[src/rtl/scmp_busif.sv]
// scmp_busif: SC/MP-style external bus cycle sequencer with daisy-chain arbitration,
// multiplexed address phase, nhold wait extension and hold timeout.
module scmp_busif #(
    parameter int ADDR_W     = 16,
    parameter int ADS_CYC    = 1,
    parameter int STROBE_CYC = 2,
    parameter int HOLD_MAX   = 255
) (
    input  logic              clk,
    input  logic              rst,
    input  logic              req,
    input  logic              we,
    input  logic [ADDR_W-1:0] addr_in,
    input  logic [7:0]        wdata,
    input  logic [3:0]        flags,
    output logic              ack,
    output logic              err,
    output logic [7:0]        rdata,
    output logic [11:0]       addr,
    input  logic [7:0]        D_i,
    output logic [7:0]        D_o,
    output logic              D_oe,
    output logic              ADS_n,
    output logic              RD_n,
    output logic              WR_n,
    input  logic              nhold,
    output logic              breq,
    input  logic              enin,
    output logic              enout
);
    localparam int SW = $clog2(STROBE_CYC + 1);
    localparam int HW = HOLD_MAX > 0 ? $clog2(HOLD_MAX + 1) : 1;

    typedef enum logic [2:0] {S_IDLE, S_REQ, S_ADDR, S_DATA, S_DONE} state_t;

    state_t            r_state;
    logic              r_we;
    logic [ADDR_W-1:0] r_addr;
    logic [7:0]        r_wdata;
    logic [3:0]        r_flags;
    logic [1:0]        r_acnt;
    logic [SW-1:0]     r_scnt;
    logic [HW-1:0]     r_hcnt;
    logic [3:0]        w_upper;
    logic              w_tmo;
    logic              w_start;

    assign w_upper = 4'(r_addr >> 12);
    assign w_tmo   = (HOLD_MAX > 0) && (r_hcnt == HW'(HOLD_MAX));
    assign w_start = req && (r_state == S_IDLE || r_state == S_DONE);
    assign enout   = enin & ~breq;

    always_ff @(posedge clk or posedge rst) begin
        if (rst) begin
            r_state <= S_IDLE;
            r_we    <= 1'b0;
            r_addr  <= '0;
            r_wdata <= '0;
            r_flags <= '0;
            r_acnt  <= '0;
            r_scnt  <= '0;
            r_hcnt  <= '0;
            ack     <= 1'b0;
            err     <= 1'b0;
            rdata   <= '0;
            addr    <= '0;
            D_o     <= '0;
            D_oe    <= 1'b0;
            ADS_n   <= 1'b1;
            RD_n    <= 1'b1;
            WR_n    <= 1'b1;
            breq    <= 1'b0;
        end else begin
            ack <= 1'b0;
            err <= 1'b0;
            if (w_start) begin
                r_we    <= we;
                r_addr  <= addr_in;
                r_wdata <= wdata;
                r_flags <= flags;
            end
            case (r_state)
                S_IDLE: begin
                    if (req) begin
                        r_state <= S_REQ;
                        breq    <= 1'b1;
                    end
                end
                S_REQ: begin
                    if (enin) begin
                        r_state <= S_ADDR;
                        r_acnt  <= '0;
                        ADS_n   <= 1'b0;
                        addr    <= r_addr[11:0];
                        D_o     <= {r_flags, w_upper};
                        D_oe    <= 1'b1;
                    end
                end
                S_ADDR: begin
                    if (r_acnt == 2'(ADS_CYC - 1)) begin
                        r_state <= S_DATA;
                        r_scnt  <= '0;
                        r_hcnt  <= '0;
                        ADS_n   <= 1'b1;
                        RD_n    <= r_we;
                        WR_n    <= ~r_we;
                        D_o     <= r_we ? r_wdata : 8'h00;
                        D_oe    <= r_we;
                    end else begin
                        r_acnt <= r_acnt + 2'd1;
                    end
                end
                S_DATA: begin
                    // nhold has priority over the timeout on the same edge
                    if (r_scnt != SW'(STROBE_CYC - 1)) begin
                        r_scnt <= r_scnt + 1'b1;
                    end else if (nhold || w_tmo) begin
                        r_state <= S_DONE;
                        RD_n    <= 1'b1;
                        WR_n    <= 1'b1;
                        ack     <= 1'b1;
                        err     <= ~nhold;
                        if (!r_we) rdata <= nhold ? D_i : 8'hFF;
                    end else if (r_hcnt != '1) begin
                        r_hcnt <= r_hcnt + 1'b1;
                    end
                end
                S_DONE: begin
                    D_o     <= 8'h00;
                    D_oe    <= 1'b0;
                    r_state <= req ? S_REQ : S_IDLE;
                    breq    <= req;
                end
                default: r_state <= S_IDLE;
            endcase
        end
    end
endmodule

[config.mk]
export PLATFORM = sky130hd
export DESIGN_NAME = scmp_busif
export DESIGN_NICKNAME = d
export VERILOG_FILES = /design/src/rtl/scmp_busif.sv
export SDC_FILE = /design/constraint.sdc
export NUM_CORES = 1
export LEC_CHECK = 0
export CAP_MARGIN = 5
export CORE_MARGIN = 5
export CORE_UTILIZATION = 50
export CTS_CLUSTER_DIAMETER = 150
export DETAILED_ROUTE_END_ITERATION = 8
export PLACE_DENSITY = 0.8
export SLEW_MARGIN = 20
export SYNTH_ARGS = -nofsm -noshare
export SYNTH_HDL_FRONTEND = slang
export SYNTH_SLANG_ARGS = --single-unit
[constraint.sdc]
create_clock -name clk -period 2.71 [get_ports clk]
set_input_delay 0.271 -clock clk [delete_from_list [all_inputs] [get_ports clk]]
set_output_delay 0.271 -clock clk [all_outputs]
set_load 0.02 [all_outputs]
==> results.cfg, run 1 <==
[outcome]
status = completed

[floorplanning]
dieArea_mm2 = 0.00865
ios = 78
core-area_mm2 = 0.00676
start_util_pct = 51.0
rows = 30
die_h_um = 93.0
die_w_um = 93.0

[yosys]
synth_commonest_cells = dfrtp_1 (76), mux2_2 (49), o22a_1 (14), nand2_1 (12)
synth.area.top_cells = dfrtp_1 (55%), mux2_2 (16%), o22a_1 (3.6%)
muxShareOfSynthArea_pct = 16.3
yosysMostFrequentCell = dfrtp_1
synthAdderAreaFrac_pct = 1.09
ys_seq_elements = 79
synth_top_family_by_area = multiplexers
syn_inst = 265
yosys.area.top_type = dfrtp_1
yosys.area.top_type_share_pct = 55.2
synth_xor_area_share_pct = 0.254
synth_warnings = 0
synth_compound_area_share_pct = 12.0
async_reset_ff_share_pct = 100
yosysSeqAreaShare_pct = 57.5
avgSynthCellArea_um2 = 13.0
synth_nets = 310
yosys.cell_types.count = 43
synthSimpleGateAreaFrac_pct = 9.22
syn_area_mm2 = 0.00345
ys.flop_type = dfrtp_1
synth_edf_count = 0

[cts]
worstSkewPairLatency_ps = 350
cts_repair_resize_count = 0
cts_tree = yes
clkTransAtPathRegs_ps = 80
cts-hold-fix-buffers = 0
root_buffer = clkbuf_8
post_cts.repair.setup_buffers = 0
cts_htree_levels = 3
cts.sinks = 79
clk_path_buf_depth = 2
cts_buffers = 9

[timing]
timing.fmax_mhz = 519
setup_viol = 0
tightest_slew_ps = 692
maxSlewHeadroom_pct = 53.6
fin_crit_ps = 1930
hold_viol = 0
fin_skew_ps = 5.71
rsz0062_at_grt = no
finalMaxSlewViolations = 0
finalCritPeriodShare_pct = 71.1
tns_ps = 0

[power]
power.density_mw_per_mm2 = 1190
leakagePower_uw = 0.00190
power_uw = 5330
ir_drop_mv = 0.626

[setup_path]
worstPathArrival_ps = 2200
cp_top_family = simple AND/OR/NAND/NOR gates
worst_setup_path_end_kind = register
path_cells = and3b_1 > nand2_4 > or4_1 > nand3_1
worst-path-max-fanout = 15
r2r_end = r_hcnt[3]$_DFFE_PP0P_
ff2ff_path_depth = 4
start_kind = register
cp_slowest_cell = dfrtp_1
reg2reg_slack_ps = 780
path_class = reg -> reg
critPathMaxStageDelay_ps = 550
required_ps = 2990
cp_num_buf_inv = 0
worstReg2RegStart = r_state[2]$_DFFE_PP0P_

[grt]
first_global_vias = 2461
grt-ovfl-total = 0
grt_pass1_wl_um = 12000
antenna_found_initial = 0
grt_usage_pct = 17.8
grt_max_degree = 38

[place]
dp_hpwl_um = 5150
gp_congestion = 0.786
portBuffers = 77

[finish]
syn2layout_area_growth_pct = 30.1
diodes = 0
nets = 388
drive_above_1_share_pct = 22.7

[drt]
remaining_drc_errors = 0
firstDrtPassIters = 4
avgRoutedWirePerCell_um = 16.6
antenna_left = 0
drt-total-wl_um = 7110
drtIter0Drc = 129
viasPerCell = 5.60
vias = 2396

[flow_run]
cap_viol_max_count = 0

[min_path]
hp-class = in -> async
-- routing by layer --
| metal | share of wire, % | up-vias | global-route usage, % | wire length, um |
|---|---|---|---|---|
| met2 | 48 | 88 | 28.4 | 3420 |
| met5 | 0 | - | 0 | 0 |
| met3 | 10 | 7 | 8.21 | 717 |
| li1 | - | 1126 | - | - |
| met1 | 41 | 1175 | 21.5 | 2880 |
| met4 | 1.2 | 0 | 5.62 | 86 |
-- placed cells by master (no fill, tap or decap), drive strengths merged, types with 3 or more instances in the layout --
cell type       n
ha              3
o22a           14
a21o            4
and3b           3
a21oi           4
clkbuf         10
clkinv          4
inv             9
nor2            9
buf             5
nand2          13
mux2           49
o21ai           6
nor2b           3
a41oi           4
dfstp           3
clkdlybuf4s50  77
nand4           3
nand3           5
dfrtp          76
a22o            9
nor3            7
-- where the power goes --
part | total (uW) | internal [uW] | switching (uW)
clock | 894 | 455 | 439
combinational | 2310 | 1240 | 1070
sequential | 2130 | 1750 | 374
total | 5330 | 3450 | 1880
-- layout make-up --
type,count,area (um^2)
fillers,511,2270
clock buffers,10,138
inverters,9,35.0
multi-input cells,162,1340
repair buffers,82,821
well taps,80,100
clock inverters,6,68.8
flip-flops and latches,79,1980
-- cell families after synthesis --
| kind of cell | after synthesis |
|---|---|
| flip-flops | 79 |
| AND/OR/NAND/NOR | 55 |
| AO/OA/AOI/OAI | 53 |
| multiplexers | 50 |
| buffers and inverters | 24 |
| adder cells (fa/ha/maj) | 3 |
| XOR/XNOR | 1 |
-- per-stage QoR --
stage,hold slack [ps],worst slack [ps],area (um^2),util [%],instances
4_1_cts,317,812,4480,66.3,428
2_1_floorplan,343,421,3450,-,265
3_3_place_gp,461,793,4280,63.3,412
3_5_place_dp,473,753,4280,63.3,412
6_report,315,783,4480,66.3,428
5_1_grt,369,696,4480,66.3,428
-- worst max-delay path by stage --
stage | endpoint | cells after the start | from
after floorplan | D_o[0]$_DFFE_PP0P_ | 1 | rst
after global placement | D_o[4]$_DFFE_PP0P_ | 5 | enin
after detailed placement | D_o[3]$_DFFE_PP0P_ | 5 | enin
after CTS | r_hcnt[3]$_DFFE_PP0P_ | 4 | r_state[2]$_DFFE_PP0P_
after global routing | rdata[3]$_DFFE_PP0P_ | 3 | r_state[2]$_DFFE_PP0P_
final | r_hcnt[3]$_DFFE_PP0P_ | 4 | r_state[2]$_DFFE_PP0P_
-- registers in the layout (all words and copies together) (netlist names), 2 cells and up --
signal / count
r_acnt: 2
r_hcnt: 8
r_flags: 4
r_addr: 16
rdata: 8
r_state: 3
r_scnt: 2
addr: 12
r_wdata: 8
D_o: 8
Note: power is estimated with default switching activity, not from simulation.
==> run 2, diff against run 1 <==
Clock period 2.71 ns to 1.94 ns, I/O delays scaled along.
==> run 2 against run 1 <==
  * Die area did not move
  * Core utilization rose by 0.81 points
  * Via count rose by 1.5%
  * Clock skew rose by 2.1 ps
  * Hold slack got worse by 85 ps
  * Clock power rose by 36%
  * Cell area rose by 1.2%
  * Cell count rose by 1.2%
  * Largest cell class unchanged
==> results.cfg, run 2 (synthesis results as in run 1) <==
[grt]
grt_pass1_wl_um = 12300
grt_max_degree = 33
first_global_vias = 2557
grt_usage_pct = 18.2
antenna_found_initial = 0
grt-ovfl-total = 0

[setup_path]
required_ps = 2170
cp_slowest_cell = dfrtp_1
ff2ff_path_depth = 4
worstPathArrival_ps = 2040
worst_setup_path_end_kind = register
path_cells = and3b_1 > a21oi_1 > o21a_1 > mux2_2
critPathMaxStageDelay_ps = 490
reg2reg_slack_ps = 130
worst-path-max-fanout = 10
worstReg2RegStart = r_state[0]$_DFFE_PP0P_
r2r_end = D_o[3]$_DFFE_PP0P_
endpoint = D_o[3]$_DFFE_PP0P_
cp-startpoint = r_state[0]$_DFFE_PP0P_
start_kind = register
path_class = reg -> reg

[drt]
firstDrtPassIters = 4
viasPerCell = 5.61
vias = 2431
drtIter0Drc = 68
drt-total-wl_um = 7400
remaining_drc_errors = 0
avgRoutedWirePerCell_um = 17.1
antenna_left = 0

[finish]
nets = 393
multi_input_area_mm2 = 0.00134
drive_above_1_share_pct = 23.8
syn2layout_area_growth_pct = 31.7
post-route-util_pct = 67.1
final_common_cell = clkdlybuf4s50_1
regArea_mm2 = 0.00198
largest_register = r_addr
fillers = 504
largest_reg_flops = 16
final_area_mm2 = 0.00454
diodes = 0
reg_top3 = r_addr (16), addr (12)
final_cell_mix = clkdlybuf4s50_1 (77), dfrtp_1 (75), mux2_2 (49), o22a_1 (14), nand2_1 (12)

[power]
intPower_uw = 4850
p_comb_share_pct = 44.2
clockPowerShare_pct = 16.2
swShare_pct = 35.6
power.density_mw_per_mm2 = 1660
seq_power_share_pct = 39.6
leakagePower_uw = 0.00192
ir_drop_mv = 0.803
power.switching_uw = 2680

[timing]
setup_ws_ps = 128
tightest_slew_ps = 521
finalMaxSlewViolations = 0
tns_ps = 0
maxSlewHeadroom_pct = 65.2
fin_crit_ps = 1810
hold_ws_ps = 230
rsz0062_at_grt = no
fin_skew_ps = 7.85
setup_viol = 0
finalCritPeriodShare_pct = 93.4
hold_viol = 0
timing.fmax_mhz = 552

[cts]
clkTransAtPathRegs_ps = 90
root_buffer = clkbuf_8
cts.sinks = 79
clk_path_buf_depth = 2
cts_tree = yes
worstSkewPairLatency_ps = 350
cts_htree_levels = 3
cts_buffers = 9

[floorplanning]
die_h_um = 93.0
dieArea_mm2 = 0.00865
core-area_mm2 = 0.00676
die_w_um = 93.0
rows = 30
ios = 78
start_util_pct = 51.0

[outcome]
status = completed

[place]
dp_slack_ps = 45.0
place_area_mm2 = 0.00433
portBuffers = 77
dp_hpwl_um = 5230
gp_congestion = 0.818

[min_path]
hp-class = in -> async

[flow_run]
cap_viol_max_count = 0
==> run 2: changes by cell type in the layout (fill, tap and decap cells not counted), moves of 2 or more <==
cell / change
clkinv_4: -2
clkinvlp_4: +2
buf_4: +3
buf_12: +2
==> run 2: final cells by class <==
| class | instances | share of cell area [%] |
|---|---|---|
| well taps | 80 | 2.21 |
| multi-input cells | 162 | 29.5 |
| clock buffers | 10 | 2.81 |
| inverters | 9 | 0.827 |
| clock inverters | 6 | 1.49 |
| flip-flops and latches | 79 | 43.7 |
| repair buffers | 87 | 19.5 |
==> run 2: stage by stage <==
stage | power, uW | cells
after global placement | 6210 | 416
after detailed placement | 6350 | 416
after global routing | 8060 | 433
final | 7540 | 433
after floorplan | 5110 | 265
after CTS | 7590 | 432
==> run 2: worst min path at each step <==
stage	startpoint	endpoint	slack, ps	cells after the start
2_1_floorplan	nhold	err$_DFF_PP0_	270	1
3_3_place_gp	r_scnt[1]$_DFFE_PP0P_	r_scnt[1]$_DFFE_PP0P_	460	1
3_5_place_dp	r_scnt[1]$_DFFE_PP0P_	r_scnt[1]$_DFFE_PP0P_	470	1
4_1_cts	rst	addr[6]$_DFFE_PP0P_	230	2
5_1_grt	rst	r_addr[14]$_DFFE_PP0P_	250	2
6_report	rst	addr[6]$_DFFE_PP0P_	230	2
==> run 2: power by group through the flow <==
stage / Clock (uW) / Sequential (uW) / Combinational (uW)
floorplan: 0 / 3260 / 1850
global placement: 0 / 2960 / 3250
detailed placement: 0 / 3000 / 3340
CTS: 1240 / 2980 / 3370
global route: 1310 / 3090 / 3650
finish: 1220 / 2980 / 3330
==> run 2: critical path, delay by kind of cell (launching register included) <==
family	cells	cell delay, ps
AOI/OAI and AO/OA	2	530
and+or+nand+nor	1	270
DFF	1	490
muxes	1	400
==> run 2: routing by layer <==
| metal | part of all wire, % | vias to the layer above | track usage, % |
|---|---|---|---|
| li1 | - | 1134 | - |
| met1 | 40 | 1218 | 21.5 |
| met2 | 52 | 70 | 30.2 |
| met3 | 7.2 | 9 | 6.28 |
| met4 | 1.3 | 0 | 7.81 |
| met5 | 0 | - | 0 |
==> run 2: timing repair <==
action                     in CTS  in global routing
resized for setup               0                  1
setup endpoints to repair       0                 15
setup buffers                   0                  1
hold buffers                    0                  0
